**src/rtl/m_rect_fill.sv**
```systemverilog
// Rectangle fill/outline rasteriser: scans a latched rectangle one pixel per cycle into video memory.
// Optional corner clamping to MAX_COORD is enabled with the RECT_FILL_CLIP_EN macro.
module m_rect_fill #(
    parameter int unsigned MAX_COORD = 239
) (
    input  logic        w_clk,
    input  logic        w_rst_n,
    input  logic        i_valid,
    output logic        o_ready,
    input  logic [7:0]  i_x0,
    input  logic [7:0]  i_y0,
    input  logic [7:0]  i_x1,
    input  logic [7:0]  i_y1,
    input  logic [15:0] i_color,
    input  logic        i_outline,
    input  logic        i_hold,
    output logic        o_we,
    output logic [15:0] o_wadr,
    output logic [15:0] o_wdata,
    output logic        o_done
);

    typedef enum logic {StIdle, StScan} state_e;

    if (MAX_COORD > 255) begin : g_max_coord_chk
        $error("MAX_COORD must fit in 8 bits");
    end

    state_e      state_q, state_d;
    logic [7:0]  xmin_q, xmin_d, xmax_q, xmax_d, ymin_q, ymin_d, ymax_q, ymax_d;
    logic [7:0]  cx_q, cx_d, cy_q, cy_d;
    logic [15:0] color_q, color_d;
    logic        mode_q, mode_d;
    logic        we_q, we_d, done_q, done_d;
    logic [15:0] wadr_q, wadr_d, wdata_q, wdata_d;

    logic [7:0]  x0_c, y0_c, x1_c, y1_c;
    logic        border, pix_we;

`ifdef RECT_FILL_CLIP_EN
    localparam logic [7:0] MaxC = 8'(MAX_COORD);

    function automatic logic [7:0] clamp(input logic [7:0] v);
        return (v > MaxC) ? MaxC : v;
    endfunction

    assign x0_c = clamp(i_x0);
    assign y0_c = clamp(i_y0);
    assign x1_c = clamp(i_x1);
    assign y1_c = clamp(i_y1);
`else
    assign x0_c = i_x0;
    assign y0_c = i_y0;
    assign x1_c = i_x1;
    assign y1_c = i_y1;
`endif

    assign border = (cx_q == xmin_q) || (cx_q == xmax_q) || (cy_q == ymin_q) || (cy_q == ymax_q);
    assign pix_we = !mode_q || border;

    always_comb begin
        state_d = state_q;
        xmin_d  = xmin_q;
        xmax_d  = xmax_q;
        ymin_d  = ymin_q;
        ymax_d  = ymax_q;
        cx_d    = cx_q;
        cy_d    = cy_q;
        color_d = color_q;
        mode_d  = mode_q;
        we_d    = 1'b0;
        done_d  = 1'b0;
        wadr_d  = wadr_q;
        wdata_d = wdata_q;
        unique case (state_q)
            StIdle: begin
                if (i_valid) begin
                    xmin_d  = (x0_c < x1_c) ? x0_c : x1_c;
                    xmax_d  = (x0_c < x1_c) ? x1_c : x0_c;
                    ymin_d  = (y0_c < y1_c) ? y0_c : y1_c;
                    ymax_d  = (y0_c < y1_c) ? y1_c : y0_c;
                    cx_d    = xmin_d;
                    cy_d    = ymin_d;
                    color_d = i_color;
                    mode_d  = i_outline;
                    state_d = StScan;
                end
            end
            StScan: begin
                // Hold freezes the cursor; the pixel is revisited once hold drops.
                if (!i_hold) begin
                    we_d = pix_we;
                    if (pix_we) begin
                        wadr_d  = {cy_q, cx_q};
                        wdata_d = color_q;
                    end
                    if (cx_q == xmax_q) begin
                        cx_d = xmin_q;
                        if (cy_q == ymax_q) begin
                            state_d = StIdle;
                            done_d  = 1'b1;
                        end else begin
                            cy_d = cy_q + 8'd1;
                        end
                    end else begin
                        cx_d = cx_q + 8'd1;
                    end
                end
            end
            default: state_d = StIdle;
        endcase
    end

    always_ff @(posedge w_clk or negedge w_rst_n) begin
        if (!w_rst_n) begin
            state_q <= StIdle;
            xmin_q  <= '0;
            xmax_q  <= '0;
            ymin_q  <= '0;
            ymax_q  <= '0;
            cx_q    <= '0;
            cy_q    <= '0;
            color_q <= '0;
            mode_q  <= 1'b0;
            we_q    <= 1'b0;
            done_q  <= 1'b0;
            wadr_q  <= '0;
            wdata_q <= '0;
        end else begin
            state_q <= state_d;
            xmin_q  <= xmin_d;
            xmax_q  <= xmax_d;
            ymin_q  <= ymin_d;
            ymax_q  <= ymax_d;
            cx_q    <= cx_d;
            cy_q    <= cy_d;
            color_q <= color_d;
            mode_q  <= mode_d;
            we_q    <= we_d;
            done_q  <= done_d;
            wadr_q  <= wadr_d;
            wdata_q <= wdata_d;
        end
    end

    assign o_ready = (state_q == StIdle);
    assign o_we    = we_q;
    assign o_done  = done_q;
    assign o_wadr  = wadr_q;
    assign o_wdata = wdata_q;

endmodule

```
**config.mk**
```make
export PLATFORM = sky130hd
export DESIGN_NAME = m_rect_fill
export DESIGN_NICKNAME = d
export VERILOG_FILES = /design/src/rtl/m_rect_fill.sv
export SDC_FILE = /design/constraint.sdc
export NUM_CORES = 1
export LEC_CHECK = 0
export ABC_AREA = 1
export CAP_MARGIN = 30
export CORE_ASPECT_RATIO = 0.7
export CORE_MARGIN = 2
export CORE_UTILIZATION = 59
export DETAILED_ROUTE_END_ITERATION = 10
export PLACE_DENSITY_LB_ADDON = 0.1
export SLEW_MARGIN = 20
export SYNTH_ARGS = -nofsm -noshare
export SYNTH_HDL_FRONTEND = slang
export SYNTH_SLANG_ARGS = --single-unit
```
**constraint.sdc**
```tcl
create_clock -name w_clk -period 3.6 [get_ports w_clk]
set_clock_uncertainty 0.15 [all_clocks]
set_input_delay 0.36 -clock w_clk [delete_from_list [all_inputs] [get_ports w_clk]]
set_output_delay 0.36 -clock w_clk [all_outputs]
set_load 0.02 [all_outputs]
```
==> results of run 1 <==
## registers in the layout (all words and copies together) (netlist names)
register / cells
cx_q: 8
xmin_q: 8
ymin_q: 8
mode_q: 1
cy_q: 8
color_q: 16
state_q: 1
o_wdata: 16
o_done: 1
xmax_q: 8
ymax_q: 8
o_wadr: 16
o_we: 1
## through the flow
| step | std cells | hold WS (ps) |
|---|---|---|
| floorplan | 767 | -85.6 |
| global placement | 947 | 198 |
| detailed placement | 947 | 201 |
| CTS | 964 | 327 |
| global route | 964 | 352 |
| finish | 964 | 321 |
## logic make-up after synthesis
family / share of synthesized area
AOI/OAI and AO/OA: 0.0640
xor gates and xnor gates: 0.0325
adders and majority gates: 0.0354
buffers and inverters: 0.0936
DFF: 0.443
and+or+nand+nor: 0.332
## tightest hold or removal path: cells and delay by family (launching register included)
family,cells,cell delay (ps)
simple gates,2,90
flops,1,340
## power by group through the flow
stage / clock network, uW / registers (uW) / logic, uW
detailed placement: 0 / 1600 / 1150
floorplan: 0 / 1640 / 696
CTS: 933 / 1590 / 1160
global placement: 0 / 1590 / 1110
finish: 927 / 1590 / 1160
global route: 978 / 1620 / 1300
## synthesized netlist by cell type, types with 8 or more instances
master and number:
nand2_1 309, nor2_1 30, a22oi_1 16, buf_2 12, inv_1 74, dfrtp_1 100, nand3_1 92, o21ai_0 12
ha_1 16, xor2_1 15, buf_4 9, a21oi_1 23, inv_2 8
## layer usage
layer / wire, um / GRT usage / share of wire / up-vias
met5: 0 / 0 / 0 / -
met4: 111 / 0.0518 / 0.0083 / 0
met3: 1180 / 0.0612 / 0.088 / 10
met2: 5680 / 0.411 / 0.43 / 231
met1: 6370 / 0.407 / 0.48 / 2427
li1: - / - / - / 2547
## how the worst max path moves through the flow
stage          startpoint         to  cells past startpoint
3_3_place_gp      i_x1[7]  xmax_q[6]                      9
5_1_grt           state_q    cx_q[5]                      7
2_1_floorplan     i_x1[7]    cx_q[4]                     11
4_1_cts           state_q    o_ready                      3
6_report          state_q    o_ready                      3
3_5_place_dp      i_x1[5]  xmax_q[0]                      9
## area by class of cell
cell class / instances / area (um2)
clock inverter: 6 / 56.3
inverter: 82 / 308
timing repair buffer: 94 / 923
clock buffer: 10 / 229
tap: 124 / 155
multi-input combinational: 548 / 2630
fill: 724 / 2380
sequential: 100 / 2500
==> results.sh, run 1 <==
export IMPL_status="finished, final reports clean"
export IMPL_final_util=0.741
export IMPL_crit_buf_inv=3
export IMPL_r2r_end="cx_q[4]"
export IMPL_yosysWarnings=0
export IMPL_p_per_area_nw_per_um2=541
export IMPL_startpoint_type="flip-flop"
export IMPL_die_y_um=85.9
export IMPL_vias_per_cell=5.41
export IMPL_vdd_drop_max_mv=0.320
export IMPL_syn_nets=836
export IMPL_area_growth_pct=20.2
export IMPL_core_um2=9180
export IMPL_drv_slew=0
export IMPL_leakagePower_uw=0.00359
export IMPL_grt_overflow=0
export IMPL_cp_slowest_stage_delay_ps=660
export IMPL_grt_total_usage=0.272
export IMPL_pin_count=88
export IMPL_crit_path_cell_trace="inv_2 > buf_4 > clkdlybuf4s50_1"
export IMPL_hold_end="o_wadr[0]"
export IMPL_stdcell_area_um2=6800
export IMPL_setup_viol=0
export IMPL_route_antenna_remaining_nets=0
export IMPL_max_freq_mhz=387
export IMPL_r2r_start="state_q"
export IMPL_internal_power_uw=2360
export IMPL_firstDrtPassIters=5
export IMPL_worstPathRequired_ps=3090
export IMPL_grt_max_degree=40
export IMPL_dpl_worst_slack_ps=928
export IMPL_cp_slowest_cell="clkdlybuf4s50_1"
export IMPL_netlist_instances=767
export IMPL_antenna_found_initial=0
export IMPL_drive_above_1_share=0.0524
export IMPL_synthTopCellsByArea="dfrtp_1 44%, nand2_1 21%, nand3_1 8.1%, inv_1 4.9%, ha_1 3.5%"
export IMPL_p_comb_frac=0.315
export IMPL_synth_top_area_cell="dfrtp_1"
export IMPL_cts_resized=0
export IMPL_placed_area_um2=6500
export IMPL_setup_slack_ps=1020
export IMPL_power_switching_uw=1320
export IMPL_min_period_ps=2580
export IMPL_grt_pass1_wl_mm=22.6
export IMPL_totalPowerFinal_uw=3680
export IMPL_cts_made_buffers=9
export IMPL_syn_area_um2=5650
export IMPL_drc=0
export IMPL_cts_tree="done"
export IMPL_dieWidth_um=121
export IMPL_dieArea_um2=10400
export IMPL_grt_pass1_vias=4775
export IMPL_drt_total_wl_mm=13.3
export IMPL_hold_buffers=1
export IMPL_endpoint_kind="output pin"
export IMPL_port_buffers=87
export IMPL_seq_power_share=0.433
export IMPL_finalWeightedCongestion=0.883
export IMPL_synth_seq_cells=100
export IMPL_min_from="o_wadr[0]"
export IMPL_setup_tns_final_ps=0
export IMPL_cp_top_family="buffers and inverters"
export IMPL_seq_area_frac_synth=0.443
export IMPL_yosysUniqueCellTypes=30
export IMPL_slew_headroom=0.578
export IMPL_start_util=0.616
export IMPL_max_cap_violations=0
export IMPL_rsz0062_at_grt="no"
export IMPL_ff2ff_path_depth=7
export IMPL_report_final_hold_viol_count=0
export IMPL_drt_iter0_drc=481
export IMPL_r2r_setup_slack_ps=1050
export IMPL_diodes=0
export IMPL_worstHoldPathType="reg2reg"
export IMPL_mostFrequentLayoutCell="nand2_1"
export IMPL_worst_pin_slew_ps=632
export IMPL_nets=904
export IMPL_dpl_hpwl_mm=9.72
export IMPL_crit_fanout=18
export IMPL_clock_sinks=100
export IMPL_final_cell_mix="308 x nand2_1, 100 x dfrtp_1, 92 x nand3_1"
export IMPL_rows=29
export IMPL_whs_path_depth=2
export IMPL_sw_frac_of_total=0.359
export IMPL_worstSkewPairLatency_ps=340
export IMPL_worstPathArrival_ps=2070
export IMPL_synth_flop_cell="dfrtp_1"
export IMPL_avgSynthCellArea_um2=7.37
export IMPL_clockPowerShare=0.252
export IMPL_worstSetupPathType="reg2out"
export IMPL_synthArstFlopShare=1.00
export IMPL_postCtsSetupBuffers=0
export IMPL_wl_per_cell_um=13.8
export IMPL_cts_clk_slew_worst_paths_ps=80
export IMPL_clockBufferDepth=2
export IMPL_vias=5215
export IMPL_cts_root_buf="clkbuf_16"
export IMPL_fin_crit_sh=0.717
export IMPL_yosysTopAreaCellShare=0.443
export IMPL_synth_edf_count=0
export IMPL_cts_htree_levels=3
No activity file was read; power rests on OpenSTA's default activity.
==> inputs of run 2 (changes only) <==
--- a/config.mk
+++ b/config.mk
@@ -9,7 +9,7 @@
 export CAP_MARGIN = 30
 export CORE_ASPECT_RATIO = 0.7
 export CORE_MARGIN = 2
-export CORE_UTILIZATION = 59
+export CORE_UTILIZATION = 54
 export DETAILED_ROUTE_END_ITERATION = 10
 export PLACE_DENSITY_LB_ADDON = 0.1
 export SLEW_MARGIN = 20
==> constraint.sdc (replaced) <==
create_clock -name w_clk -period 2.4 [get_ports w_clk]
set_clock_uncertainty 0.15 [all_clocks]
set_input_delay 0.24 -clock w_clk [delete_from_list [all_inputs] [get_ports w_clk]]
set_output_delay 0.24 -clock w_clk [all_outputs]
set_load 0.02 [all_outputs]
==> run 2 against run 1 <==
  * Clock power is 49% higher
  * Routed wire length is 0.90% lower
  * Die area is 8.9% higher
  * Total power is 50% higher
  * Combinational power is 53% higher
  * Highest routed layer unchanged
  * Flip-flop and latch count stayed put
  * Sequential power is 49% higher
  * Hold slack worse by 110 ps
  * Sequential share of layout area is 0.63 points lower
  * Final cell count is 2.0% higher
  * Cell area is 1.7% higher
==> results.sh, run 2 (synthesis results as in run 1) <==
export IMPL_worstHoldPathType="in2async"
export IMPL_fin_crit_sh=0.891
export IMPL_die_y_um=89.6
export IMPL_p_per_area_nw_per_um2=799
export IMPL_drt_total_wl_mm=13.2
export IMPL_worstSkewPairLatency_ps=340
export IMPL_cts_tree="done"
export IMPL_drv_slew=0
export IMPL_setup_tns_final_ps=0
export IMPL_start_util=0.550
export IMPL_grt_pass1_wl_mm=22.1
export IMPL_vias=5139
export IMPL_rsz0062_at_grt="no"
export IMPL_endpoint_kind="flip-flop"
export IMPL_clock_sinks=100
export IMPL_worstPathRequired_ps=2480
export IMPL_multi_input_area_um2=2630
export IMPL_stdcell_area_um2=6920
export IMPL_clockBufferDepth=2
export IMPL_cts_htree_levels=3
export IMPL_grt_total_usage=0.244
export IMPL_grt_overflow=0
export IMPL_nets=916
export IMPL_rows=31
export IMPL_crit_start="cx_q[5]"
export IMPL_max_cap_violations=0
export IMPL_leakagePower_uw=0.00364
export IMPL_status="finished, final reports clean"
export IMPL_startpoint_type="flip-flop"
export IMPL_diodes=0
export IMPL_route_antenna_remaining_nets=0
export IMPL_totalPowerFinal_uw=5530
export IMPL_core_um2=10300
export IMPL_finalWeightedCongestion=0.895
export IMPL_worst_pin_slew_ps=393
export IMPL_drive_above_1_share=0.0658
export IMPL_grt_max_degree=44
export IMPL_min_period_ps=2140
export IMPL_cts_clk_slew_worst_paths_ps=70
export IMPL_final_cell_mix="308 x nand2_1, 100 x dfrtp_1, 92 x nand3_1"
export IMPL_firstDrtPassIters=5
export IMPL_placed_area_um2=6620
export IMPL_area_growth_pct=22.3
export IMPL_report_final_hold_viol_count=0
export IMPL_worstPathArrival_ps=2220
export IMPL_cts_root_buf="clkbuf_16"
export IMPL_mostFrequentLayoutCell="nand2_1"
export IMPL_r2r_start="cx_q[5]"
export IMPL_cts_made_buffers=9
export IMPL_vias_per_cell=5.23
export IMPL_crit_fanout=33
export IMPL_drc=0
export IMPL_drt_iter0_drc=409
export IMPL_wl_per_cell_um=13.5
export IMPL_antenna_found_initial=0
export IMPL_fillerInstances=883
export IMPL_whs_ps=214
export IMPL_slew_headroom=0.738
export IMPL_final_util=0.673
export IMPL_dieArea_um2=11300
export IMPL_postCtsSetupBuffers=0
export IMPL_max_freq_mhz=468
export IMPL_dpl_hpwl_mm=10.1
export IMPL_port_buffers=87
export IMPL_grt_pass1_vias=4520
export IMPL_dieWidth_um=126
export IMPL_setup_viol=0
export IMPL_vdd_drop_max_mv=0.403
export IMPL_seq_area_um2=2500
export IMPL_pin_count=88
export IMPL_worstSetupPathType="reg2reg"
-- run 2: changes by cell type in the layout (fill, tap and decap cells not counted) --
cell,before,now
nand2_4,1,0
buf_12,0,1
buf_4,7,18
clkbuf_1,1,0
nand2_8,0,1
-- run 2: per-stage QoR --
stage          setup slack [ps]  cells
6_report                    262    983
5_1_grt                    80.6    983
4_1_cts                     182    983
3_5_place_dp               32.2    967
3_3_place_gp                118    967
2_1_floorplan               629    767
-- run 2: layer usage --
metal  wire length [um]  share of wire  track usage
met5                  0              0            0
met2               5420           0.41        0.363
met3               1010          0.076       0.0468
met1               6700           0.51        0.372
met4                 99         0.0075       0.0559
-- run 2: report_power, final --
part           internal, uW  switching (uW)
Sequential             2040             339
Combinational           808             968
Clock                   719             656
-- run 2: layout make-up --
class	instances	area share
Clock buffer	9	0.0326
Clock inverter	6	0.00814
Inverter	82	0.0445
Multi-Input combinational cell	548	0.381
Sequential cell	100	0.362
Tap cell	132	0.0239
Timing Repair Buffer	106	0.148
-- run 2: path summary, 6_finish.rpt --
check / to / slack, ps / depth (start not counted)
worst max-delay path: o_wdata[5] / 260 / 11
worst min-delay path: o_we / 210 / 2
worst max register to register: o_wdata[5] / 260 / 11
worst min register to register: o_wdata[14] / 320 / 2
max in group asynchronous: color_q[15] / 1190 / 3
min in group w_clk: color_q[0] / 280 / 3
-- run 2: worst max-delay path, stage by stage, from the launching register on --
cell	delay (ps)
dfrtp_1	510
inv_1	120
nand2_1	70
nand2_1	40
nor2_1	100
nand2_1	90
nor2_4	220
nor2_2	80
nand3_4	230
nand2_8	210
nand2_1	130
nand2_1	50
-- run 2: repair_timing --
action | CTS | global route
setup endpoints to repair | 0 | 6
endpoints found under the hold margin | 27 | 0
hold buffers | 1 | 0
resized for setup | 0 | 1
==> inputs of run 3 (changes only) <==
--- a/config.mk
+++ b/config.mk
@@ -8,9 +8,10 @@
 export ABC_AREA = 1
 export CAP_MARGIN = 30
 export CORE_ASPECT_RATIO = 0.7
-export CORE_MARGIN = 2
+export CORE_MARGIN = 4
 export CORE_UTILIZATION = 54
 export DETAILED_ROUTE_END_ITERATION = 10
+export GPL_TIMING_DRIVEN = 0
 export PLACE_DENSITY_LB_ADDON = 0.1
 export SLEW_MARGIN = 20
 export SYNTH_ARGS = -nofsm -noshare
==> constraint.sdc (replaced) <==
create_clock -name w_clk -period 2.1 [get_ports w_clk]
set_clock_uncertainty 0.15 [all_clocks]
set_input_delay 0.21 -clock w_clk [delete_from_list [all_inputs] [get_ports w_clk]]
set_output_delay 0.21 -clock w_clk [all_outputs]
set_load 0.02 [all_outputs]
==> run 3 against run 2 <==
  * Sequential share of layout area down 1.0 points
  * Critical endpoint is now cx_q[5]
  * Via count up 4.0%
  * Largest cell class unchanged
  * Combinational power up 28%
  * Cell area up 2.9%
  * Highest routed layer unchanged
==> results.sh, run 3 (synthesis results as in run 1) <==
export IMPL_status="finished, final reports clean"
export IMPL_worst_pin_slew_ps=524
export IMPL_mostFrequentLayoutCell="nand2_1"
export IMPL_endpoint_kind="flip-flop"
export IMPL_stdcell_area_um2=7120
export IMPL_nets=938
export IMPL_finalWeightedCongestion=0.906
export IMPL_dpl_hpwl_mm=11.1
export IMPL_grt_overflow=0
export IMPL_clock_sinks=100
export IMPL_r2r_setup_slack_ps=190
export IMPL_dpl_worst_slack_ps=-407
export IMPL_worstSetupPathType="in2reg"
export IMPL_vias_per_cell=5.33
export IMPL_drive_above_1_share=0.0847
export IMPL_drv_slew=0
export IMPL_die_y_um=93.6
export IMPL_grt_pass1_wl_mm=24.1
export IMPL_max_freq_mhz=495
export IMPL_final_cell_mix="309 x nand2_1, 100 x dfrtp_1, 89 x nand3_1"
export IMPL_drc=0
export IMPL_antenna_found_initial=0
export IMPL_dieArea_um2=12200
export IMPL_worstPathArrival_ps=2100
export IMPL_ff2ff_path_depth=6
export IMPL_grt_total_usage=0.249
export IMPL_diodes=0
export IMPL_dp_cells=983
export IMPL_min_period_ps=2020
export IMPL_pin_count=88
export IMPL_final_util=0.716
export IMPL_cts_made_buffers=9
export IMPL_top_layer="met4"
export IMPL_core_um2=9950
export IMPL_met2_length_mm=6.22
export IMPL_cts_tree="done"
export IMPL_grt_max_degree=64
export IMPL_report_final_hold_viol_count=0
export IMPL_dieWidth_um=130
export IMPL_drt_total_wl_mm=14.5
export IMPL_route_antenna_remaining_nets=0
export IMPL_rows=30
export IMPL_r2r_end="ymax_q[4]"
export IMPL_cts_htree_levels=3
export IMPL_setup_viol=0
export IMPL_p_per_area_nw_per_um2=928
export IMPL_firstDrtPassIters=5
export IMPL_placed_area_um2=6710
export IMPL_leakagePower_uw=0.00377
export IMPL_crit_fanout=10
export IMPL_wl_per_cell_um=14.5
export IMPL_cts_root_buf="clkbuf_16"
export IMPL_fin_crit_sh=0.962
export IMPL_r2r_start="state_q"
export IMPL_dr_wl_met3_mm=1.28
export IMPL_met1_length_mm=6.83
export IMPL_grt_pass1_vias=4931
export IMPL_fillerInstances=816
export IMPL_vdd_drop_max_mv=0.503
export IMPL_cts_clk_slew_worst_paths_ps=70
export IMPL_worstPathRequired_ps=2180
export IMPL_worstSkewPairLatency_ps=340
export IMPL_port_buffers=87
export IMPL_startpoint_type="input port"
export IMPL_max_cap_violations=0
export IMPL_slew_headroom=0.651
export IMPL_setup_slack_ps=80.2
export IMPL_fin_cells=1002
export IMPL_drt_iter0_drc=430
export IMPL_clockBufferDepth=2
export IMPL_worstHoldPathType="in2async"
export IMPL_totalPowerFinal_uw=6610
export IMPL_start_util=0.568
export IMPL_area_growth_pct=25.9
export IMPL_vias=5342
[run 3: cell count changes in the layout (fill, tap and decap cells not counted), moves of 3 or more]
cell	delta
nand3_2	+3
buf_2	+8
nand2_4	+5
buf_4	-5
buf_6	+7
clkbuf_1	+7
nand2_2	-5
nand3_1	-3
[run 3: routing by layer]
layer | track usage | vias to the layer above
met5 | 0 | -
met4 | 0.0666 | 0
met3 | 0.0485 | 21
met2 | 0.363 | 254
met1 | 0.377 | 2446
li1 | - | 2621
[run 3: critical path, cell delays in order]
cell             delay, ps
clkdlybuf4s50_1        490
inv_1                   60
ha_1                   290
a21oi_1                150
o21a_1                 160
buf_6                  120
nand2_4                 70
buf_4                  170
nand2_1                110
nand3_2                120
nand3_1                 90
nand2_1                 50
[run 3: timing repair]
action | CTS | global route
gates resized for setup | 4 | 18
buffers inserted | 0 | 2
hold buffers | 1 | 0
hold endpoints to repair | 45 | 0
setup endpoints to repair | 5 | 28
[run 3: worst max-delay path by stage]
stage / to / slack, ps / cells past startpoint / from
after floorplan: cx_q[4] / 360 / 11 / i_x1[7]
after global placement: ymax_q[7] / -2840 / 1 / w_rst_n
after detailed placement: cx_q[5] / -410 / 12 / i_x1[7]
after CTS: cx_q[5] / 10 / 12 / i_x1[7]
after global routing: cx_q[4] / -10 / 12 / i_x1[3]
final: cx_q[5] / 80 / 12 / i_x1[7]
[run 3: cell type report]
type | count | area (um2) | share of cell area
sequential | 100 | 2500 | 0.351
clock buffer | 10 | 239 | 0.0336
buffer | 37 | 244 | 0.0343
clock inverter | 6 | 76.3 | 0.0107
inverter | 82 | 310 | 0.0436
tap | 128 | 160 | 0.0225
multi-input combinational | 548 | 2670 | 0.374
timing repair buffer | 91 | 923 | 0.130
[run 3: stage by stage]
step / hold slack [ps] / TNS [ps]
after floorplan: -236 / 0
after global placement: 302 / -290830
after detailed placement: -15.7 / -9740
after CTS: 190 / 0
after global routing: 208 / -16.8
final: 182 / 0
[run 3: power by group]
group,internal [uW],switching (uW)
Clock,978,743
Sequential,2330,285
Combinational,1010,1270
